==> config.mk <==
export PLATFORM = sky130hd
export DESIGN_NAME = pdm_modulator
export DESIGN_NICKNAME = d
export VERILOG_FILES = /design/src/rtl/pdm_pkg.sv /design/src/rtl/pdm_clk_gen.sv /design/src/rtl/pdm_modulator.sv
export SDC_FILE = /design/constraint.sdc
export NUM_CORES = 1
export LEC_CHECK = 0
export ABC_AREA = 1
export BUFFER_PORTS_ARGS = -buffer_cell sky130_fd_sc_hd__buf_4
export CORE_MARGIN = 1
export CORE_UTILIZATION = 55
export DETAILED_ROUTE_END_ITERATION = 8
export GPL_ROUTABILITY_DRIVEN = 0
export PLACE_DENSITY = 0.72
export SLEW_MARGIN = 10
export SYNTH_ARGS = -nofsm -noshare
export SYNTH_HDL_FRONTEND = slang
export SYNTH_SLANG_ARGS = --single-unit
==> constraint.sdc <==
create_clock -name clk -period 1.47 [get_ports clk]
set_input_delay 0.0735 -clock clk [delete_from_list [all_inputs] [get_ports clk]]
set_output_delay 0.0735 -clock clk [all_outputs]
set_load 0.02 [all_outputs]
==> src/rtl/pdm_pkg.sv <==
// Shared PDM definitions: PCM sample type, bit-clock period helper and the
// signed-to-offset-binary mapping used by the modulator and the receive path.
package pdm_pkg;

    localparam int PCM_WIDTH = 16;

    typedef logic signed [PCM_WIDTH-1:0] pcm_t;
    typedef logic        [PCM_WIDTH-1:0] ubin_t;

    localparam ubin_t SIGN_FLIP = {1'b1, {(PCM_WIDTH-1){1'b0}}};

    function automatic int pdm_period(input int clk_freq, input int pdm_freq);
        return clk_freq / pdm_freq;
    endfunction

    // Full scale negative maps to 0, zero maps to mid-scale.
    function automatic ubin_t to_offset_binary(input pcm_t s);
        return ubin_t'(s) ^ SIGN_FLIP;
    endfunction

endpackage

==> src/rtl/pdm_clk_gen.sv <==
// PDM bit-clock divider: registered pdm_clk (high for the first half period)
// and a bit tick flagging the clk in which pdm_clk is registered high-to-low.
module pdm_clk_gen
    import pdm_pkg::*;
#(
    parameter int CLK_FREQ     = 100_000_000,
    parameter int PDM_CLK_FREQ = 3_072_000
) (
    input  logic clk_i,
    input  logic rst_ni,
    input  logic enable_i,
    output logic pdm_clk_o,
    output logic bit_tick_o
);

    localparam int PERIOD = pdm_period(CLK_FREQ, PDM_CLK_FREQ);
    localparam int H      = PERIOD / 2;
    localparam int CNT_W  = (PERIOD > 2) ? $clog2(PERIOD) : 1;

    generate
        if (PERIOD < 2) begin : g_bad_period
            $error("pdm_clk_gen: CLK_FREQ/PDM_CLK_FREQ must be at least 2");
        end
    endgenerate

    logic [CNT_W-1:0] cnt_q, cnt_d;
    logic             pdm_clk_q, pdm_clk_d;

    always_comb begin
        cnt_d     = '0;
        pdm_clk_d = 1'b0;
        if (enable_i) begin
            cnt_d     = (cnt_q == CNT_W'(PERIOD - 1)) ? '0 : cnt_q + 1'b1;
            pdm_clk_d = (cnt_q < CNT_W'(H));
        end
    end

    always_ff @(posedge clk_i or negedge rst_ni) begin
        if (!rst_ni) begin
            cnt_q     <= '0;
            pdm_clk_q <= 1'b0;
        end else begin
            cnt_q     <= cnt_d;
            pdm_clk_q <= pdm_clk_d;
        end
    end

    // Gated by enable so that a disable while pdm_clk is high is not a tick.
    assign bit_tick_o = enable_i & pdm_clk_q & ~pdm_clk_d;
    assign pdm_clk_o  = pdm_clk_q;

endmodule

==> src/rtl/pdm_modulator.sv <==
// PCM-to-PDM transmitter: one-entry sample buffer behind valid/ready, a
// first-order carry-out modulator clocked by the bit tick, OSR bits per sample.
module pdm_modulator
    import pdm_pkg::*;
#(
    parameter int CLK_FREQ     = 100_000_000,
    parameter int PDM_CLK_FREQ = 3_072_000,
    parameter int OSR          = 64
) (
    input  logic                 clk,
    input  logic                 rst_n,
    input  logic                 enable,
    input  logic [PCM_WIDTH-1:0] pcm_in,
    input  logic                 pcm_valid,
    output logic                 pcm_ready,
    output logic                 pdm_clk,
    output logic                 pdm_data,
    output logic                 underrun
);

    localparam int WIN_W = (OSR > 1) ? $clog2(OSR) : 1;

    generate
        if (OSR < 1) begin : g_bad_osr
            $error("pdm_modulator: OSR must be at least 1");
        end
    endgenerate

    logic bit_tick;

    pdm_clk_gen #(
        .CLK_FREQ     (CLK_FREQ),
        .PDM_CLK_FREQ (PDM_CLK_FREQ)
    ) u_clk_gen (
        .clk_i      (clk),
        .rst_ni     (rst_n),
        .enable_i   (enable),
        .pdm_clk_o  (pdm_clk),
        .bit_tick_o (bit_tick)
    );

    logic [WIN_W-1:0]     win_q, win_d;
    ubin_t                acc_q, acc_d;
    pcm_t                 cur_q, cur_d;
    pcm_t                 buf_q, buf_d;
    logic                 buf_full_q, buf_full_d;
    logic                 pdm_data_q, pdm_data_d;
    logic                 underrun_q, underrun_d;
    logic                 xfer;
    logic                 boundary;

    assign pcm_ready = rst_n & enable & ~buf_full_q;
    assign xfer      = pcm_valid & pcm_ready;
    assign boundary  = bit_tick & (win_q == WIN_W'(OSR - 1));

    always_comb begin
        win_d      = win_q;
        acc_d      = acc_q;
        cur_d      = cur_q;
        buf_d      = buf_q;
        buf_full_d = buf_full_q;
        pdm_data_d = pdm_data_q;
        underrun_d = 1'b0;
        if (!enable) begin
            win_d      = '0;
            acc_d      = '0;
            cur_d      = '0;
            buf_d      = '0;
            buf_full_d = 1'b0;
            pdm_data_d = 1'b0;
        end else begin
            if (xfer) begin
                buf_d      = pcm_t'(pcm_in);
                buf_full_d = 1'b1;
            end
            if (bit_tick) begin
                {pdm_data_d, acc_d} = {1'b0, acc_q} + {1'b0, to_offset_binary(cur_q)};
                if (boundary) begin
                    win_d = '0;
                    // A capture on this same clk only fills the buffer; it is
                    // consumed at the following boundary, never bypassed.
                    if (buf_full_q) begin
                        cur_d      = buf_q;
                        buf_full_d = 1'b0;
                    end else begin
                        underrun_d = 1'b1;
                    end
                end else begin
                    win_d = win_q + 1'b1;
                end
            end
        end
    end

    always_ff @(posedge clk or negedge rst_n) begin
        if (!rst_n) begin
            win_q      <= '0;
            acc_q      <= '0;
            cur_q      <= '0;
            buf_q      <= '0;
            buf_full_q <= 1'b0;
            pdm_data_q <= 1'b0;
            underrun_q <= 1'b0;
        end else begin
            win_q      <= win_d;
            acc_q      <= acc_d;
            cur_q      <= cur_d;
            buf_q      <= buf_d;
            buf_full_q <= buf_full_d;
            pdm_data_q <= pdm_data_d;
            underrun_q <= underrun_d;
        end
    end

    assign pdm_data = pdm_data_q;
    assign underrun = underrun_q;

endmodule
==> results by group <==
Run status
  – Status: finished, violations left
  – Failing checks: negative setup slack

Timing
  – Fin. Hold Viols: 0
  – Part of the cycle the worst path needs: 118%
  – Post-route setup slack: -0.258 ns
  – Worst slew margin: 46.2%
  – Final worst clock skew: 0.0114 ns
  – Tightest Pin Transition: 0.806 ns
  – Fmax: 0.579 GHz
  – Slew Limit Fails: 0
  – RSZ-0062 raised after global routing: yes
  – Minimum clock period: 1.73 ns
  – Final count of negative-setup-slack endpoints: 30

Final layout
  – NumNets Final: 574
  – FILL cells: 308
  – Number of diodes: 0
  – Area grow syn2layout: 41.6%
  – Layout cells sized above 1: 35.4%
  – Register Area: 1580 sq um
  – Post-route cell area: 4990 sq um
  – Area of the multi-input gates: 2110 sq um

Power
  – Gate power share: 15.1%
  – Pwr Density: 853 nW/um^2
  – Pleak: 2.57 nW
  – Clock power share: 40.8%
  – Flop pwr share: 44.1%
  – P_int: 0.00317 W
  – Switching pwr: 0.00109 W
  – Sw frac: 25.6%
  – Worst VDD drop: 0.778 mV

Logic synthesis
  – Most instantiated cells after synthesis: nand2_1 (150), dfrtp_1 (63), inv_1 (48)
  – Synth Register Bits: 63
  – EDFF count, synth: 0
  – YS warnings: 0
  – Main synth FF type: dfrtp_1
  – Post-Synthesis Cells: 445
  – Mapped Nets: 485
  – Avg Cell Area, Syn: 7.92 sq um
  – Async set or reset register ratio after synthesis: 100%
  – Top-count cell post-synth: nand2_1
  – Post-synth top area cell: dfrtp_1
  – Share of the synthesized area in the top cell type: 44.7%
  – Post-Synthesis Cell Area: 3530 sq um
  – Yosys cell types: 32
  – Largest cells by area after synthesis: dfrtp_1 (45%), nand2_1 (16%), ha_1 (6.7%)
  – Sequential-to-total area share from yosys stat: 44.7%

Clocking
  – Clk sink count: 63
  – Root Buffer: clkbuf_8
  – H-tree depth: 3
  – Num CTS Buffers: 9
  – Worst-path clk slew: 0.08 ns
  – Clock Tree Buf Depth: 2
  – Worst skew pair latency: 0.35 ns
  – CTS tree: yes

Critical path
  – R2r startpoint: cur_q[0]$_DFFE_PN0P_
  – Critical Path Source Type: register
  – Worst Setup SP: cur_q[0]$_DFFE_PN0P_
  – Crit. End Element: register
  – Cell family with most CP delay: simple AND/OR/NAND/NOR gates
  – CP max stage delay: 0.40 ns
  – Worst path depth: 11
  – Reg2reg path depth: 11
  – Slowest stage cell on the critical path: dfrtp_1
  – Worst path buffer plus inverter count: 2
  – FF-to-FF End: acc_q[12]$_DFFE_PN0P_
  – Worst EP required: 1.71 ns
  – Worst Setup Path Type: reg2reg
  – CP cell instances: ha_4 -> inv_2 -> fa_2 -> inv_4 -> nand3_4 -> nand3_4 -> nand3_2 -> nand3_2 -> nand2_1 -> nand3_1 -> nand2_1
  – Reg2reg setup slack: -0.26 ns
  – Crit path capture: acc_q[12]$_DFFE_PN0P_
  – Worst EP arrival: 1.97 ns
  – Max FO, Critical Path: 3

Place
  – Placed Area: 4020 sq um
  – Post-place setup slack: -0.177 ns
  – Port Buffer Count: 23
  – Detail Placement HPWL: 5220 um

Floorplan
  – Core area: 6060 sq um
  – Die Footprint: 6730 sq um
  – IO Count: 24
  – Rows: 28
  – Die span in y: 82.1 um
  – Chip Width: 82.1 um
  – Initial core utilization: 58.2%

Flow run
  – Maxcap violations: 0

Global route
  – Antenna violations before repair: 0
  – Largest net degree at the start of global routing: 64
  – Global-route congestion overflow total: 0
  – GRT Util Overall: 28.6%
  – Vias in the first global route: 3096
  – Global-route wire length before repair: 14200 um

Detailed routing
  – Initial DRC count: 270
  – Final wirelength: 10100 um
  – Vias per cell: 5.61
  – Total number of vias: 3432
  – Avg WL per Cell: 16.5 um
  – Number of remaining DRC errors: 0
  – Remaining antenna violation count after routing: 0
  – Pre-Repair DR Iteration Count: 5

Hold path
  – Hold Crit Class: in2reg
[stage by stage]
| step | hold slack, ns | power (W) | std cells | utilization (%) | setup TNS, ns |
|---|---|---|---|---|---|
| 2_1_floorplan | -0.222 | 0.00213 | 445 | - | -0.0888 |
| 3_3_place_gp | 0.317 | 0.00231 | 566 | 66.3 | -1.18 |
| 3_5_place_dp | 0.318 | 0.00232 | 566 | 66.3 | -1.57 |
| 4_1_cts | 0.0356 | 0.00414 | 601 | 77.0 | -1.92 |
| 5_1_grt | 0.0813 | 0.00439 | 612 | 82.3 | -5.86 |
| 6_report | 0.0461 | 0.00426 | 612 | 82.3 | -2.95 |
[power groups by stage]
stage | registers, W | clock network, W | logic [W]
2_1_floorplan | 0.00188 | 0 | 0.000250
3_3_place_gp | 0.00188 | 0 | 0.000427
3_5_place_dp | 0.00189 | 0 | 0.000437
4_1_cts | 0.00187 | 0.00172 | 0.000548
5_1_grt | 0.00188 | 0.00181 | 0.000692
6_report | 0.00188 | 0.00174 | 0.000643
[cells by family (layout without fill, tap and decap cells)]
kind of cell | after synthesis | after routing | synth area share (%)
xor gates and xnor gates | 3 | 3 | 0.745
DFF | 63 | 63 | 44.7
adders and majority gates | 20 | 20 | 7.31
buffers and inverters | 62 | 154 | 7.91
and+or+nand+nor | 235 | 235 | 28.0
AOI/OAI and AO/OA | 62 | 62 | 11.3
[worst min path at each step]
| stage | cells past startpoint | slack (ns) | endpoint | from |
|---|---|---|---|---|
| after floorplan | 0 | -0.22 | acc_q[0]$_DFFE_PN0P_ | rst_n |
| after global placement | 3 | 0.32 | buf_q[1]$_DFFE_PN0P_ | pcm_in[1] |
| after detailed placement | 2 | 0.32 | win_q[3]$_DFFE_PN0P_ | rst_n |
| after CTS | 3 | 0.04 | win_q[4]$_DFFE_PN0P_ | enable |
| after global routing | 3 | 0.08 | win_q[4]$_DFFE_PN0P_ | enable |
| final | 3 | 0.05 | win_q[4]$_DFFE_PN0P_ | enable |
[sequential cells by signal, indices dropped and copies added, names as in the netlist]
signal / count
acc_q: 16
pdm_data: 1
u_clk_gen.cnt_q: 5
buf_full_q: 1
win_q: 6
cur_q: 16
u_clk_gen.pdm_clk_o: 1
underrun: 1
buf_q: 16
[cells in the final DEF (no fill, tap or decap), drive strengths merged, types with 3 or more instances in the layout]
cell,instances
nand3,23
nor2,43
ha,19
dlygate4sd3,17
inv,50
nand3b,3
nor3,4
dfrtp,63
xor2,3
nand2,156
a21oi,27
o21ai,29
buf,72
clkbuf,12
[layout make-up]
type	count	share of cell area, %
Timing Repair Buffer	90	16.0
Inverter	50	3.81
Multi-Input combinational cell	320	42.2
Tap cell	75	1.88
Clock inverter	3	1.35
Clock buffer	11	3.03
Sequential cell	63	31.7
[repair_timing]
| action | 4_1_cts | 5_1_grt |
|---|---|---|
| pin swaps | 4 | 29 |
| hold buffers | 17 | 0 |
| buffers inserted | 2 | 10 |
| hold endpoints to repair | 79 | 0 |
| gates resized for setup | 38 | 57 |
| gates cloned | 2 | 1 |
| setup endpoints to repair | 30 | 34 |
[routing by layer]
layer	GRT usage (%)	share of wire (%)	vias to the layer above	wire [um]
li1	-	-	1591	-
met2	47.3	49	165	4980
met1	36.8	41	1633	4170
met4	8.77	3.1	0	317
met3	7.22	6.5	43	658
met5	0	0	-	0
[worst register-to-register path: cells and delay by family (launching register included)]
kind	cells	cell delay, ns
AND/OR/NAND/NOR	7	0.56
flip-flops	1	0.40
buffers and inverters	2	0.14
adder cells (fa/ha/maj)	2	0.54
Note: power is estimated with default switching activity, not from simulation.
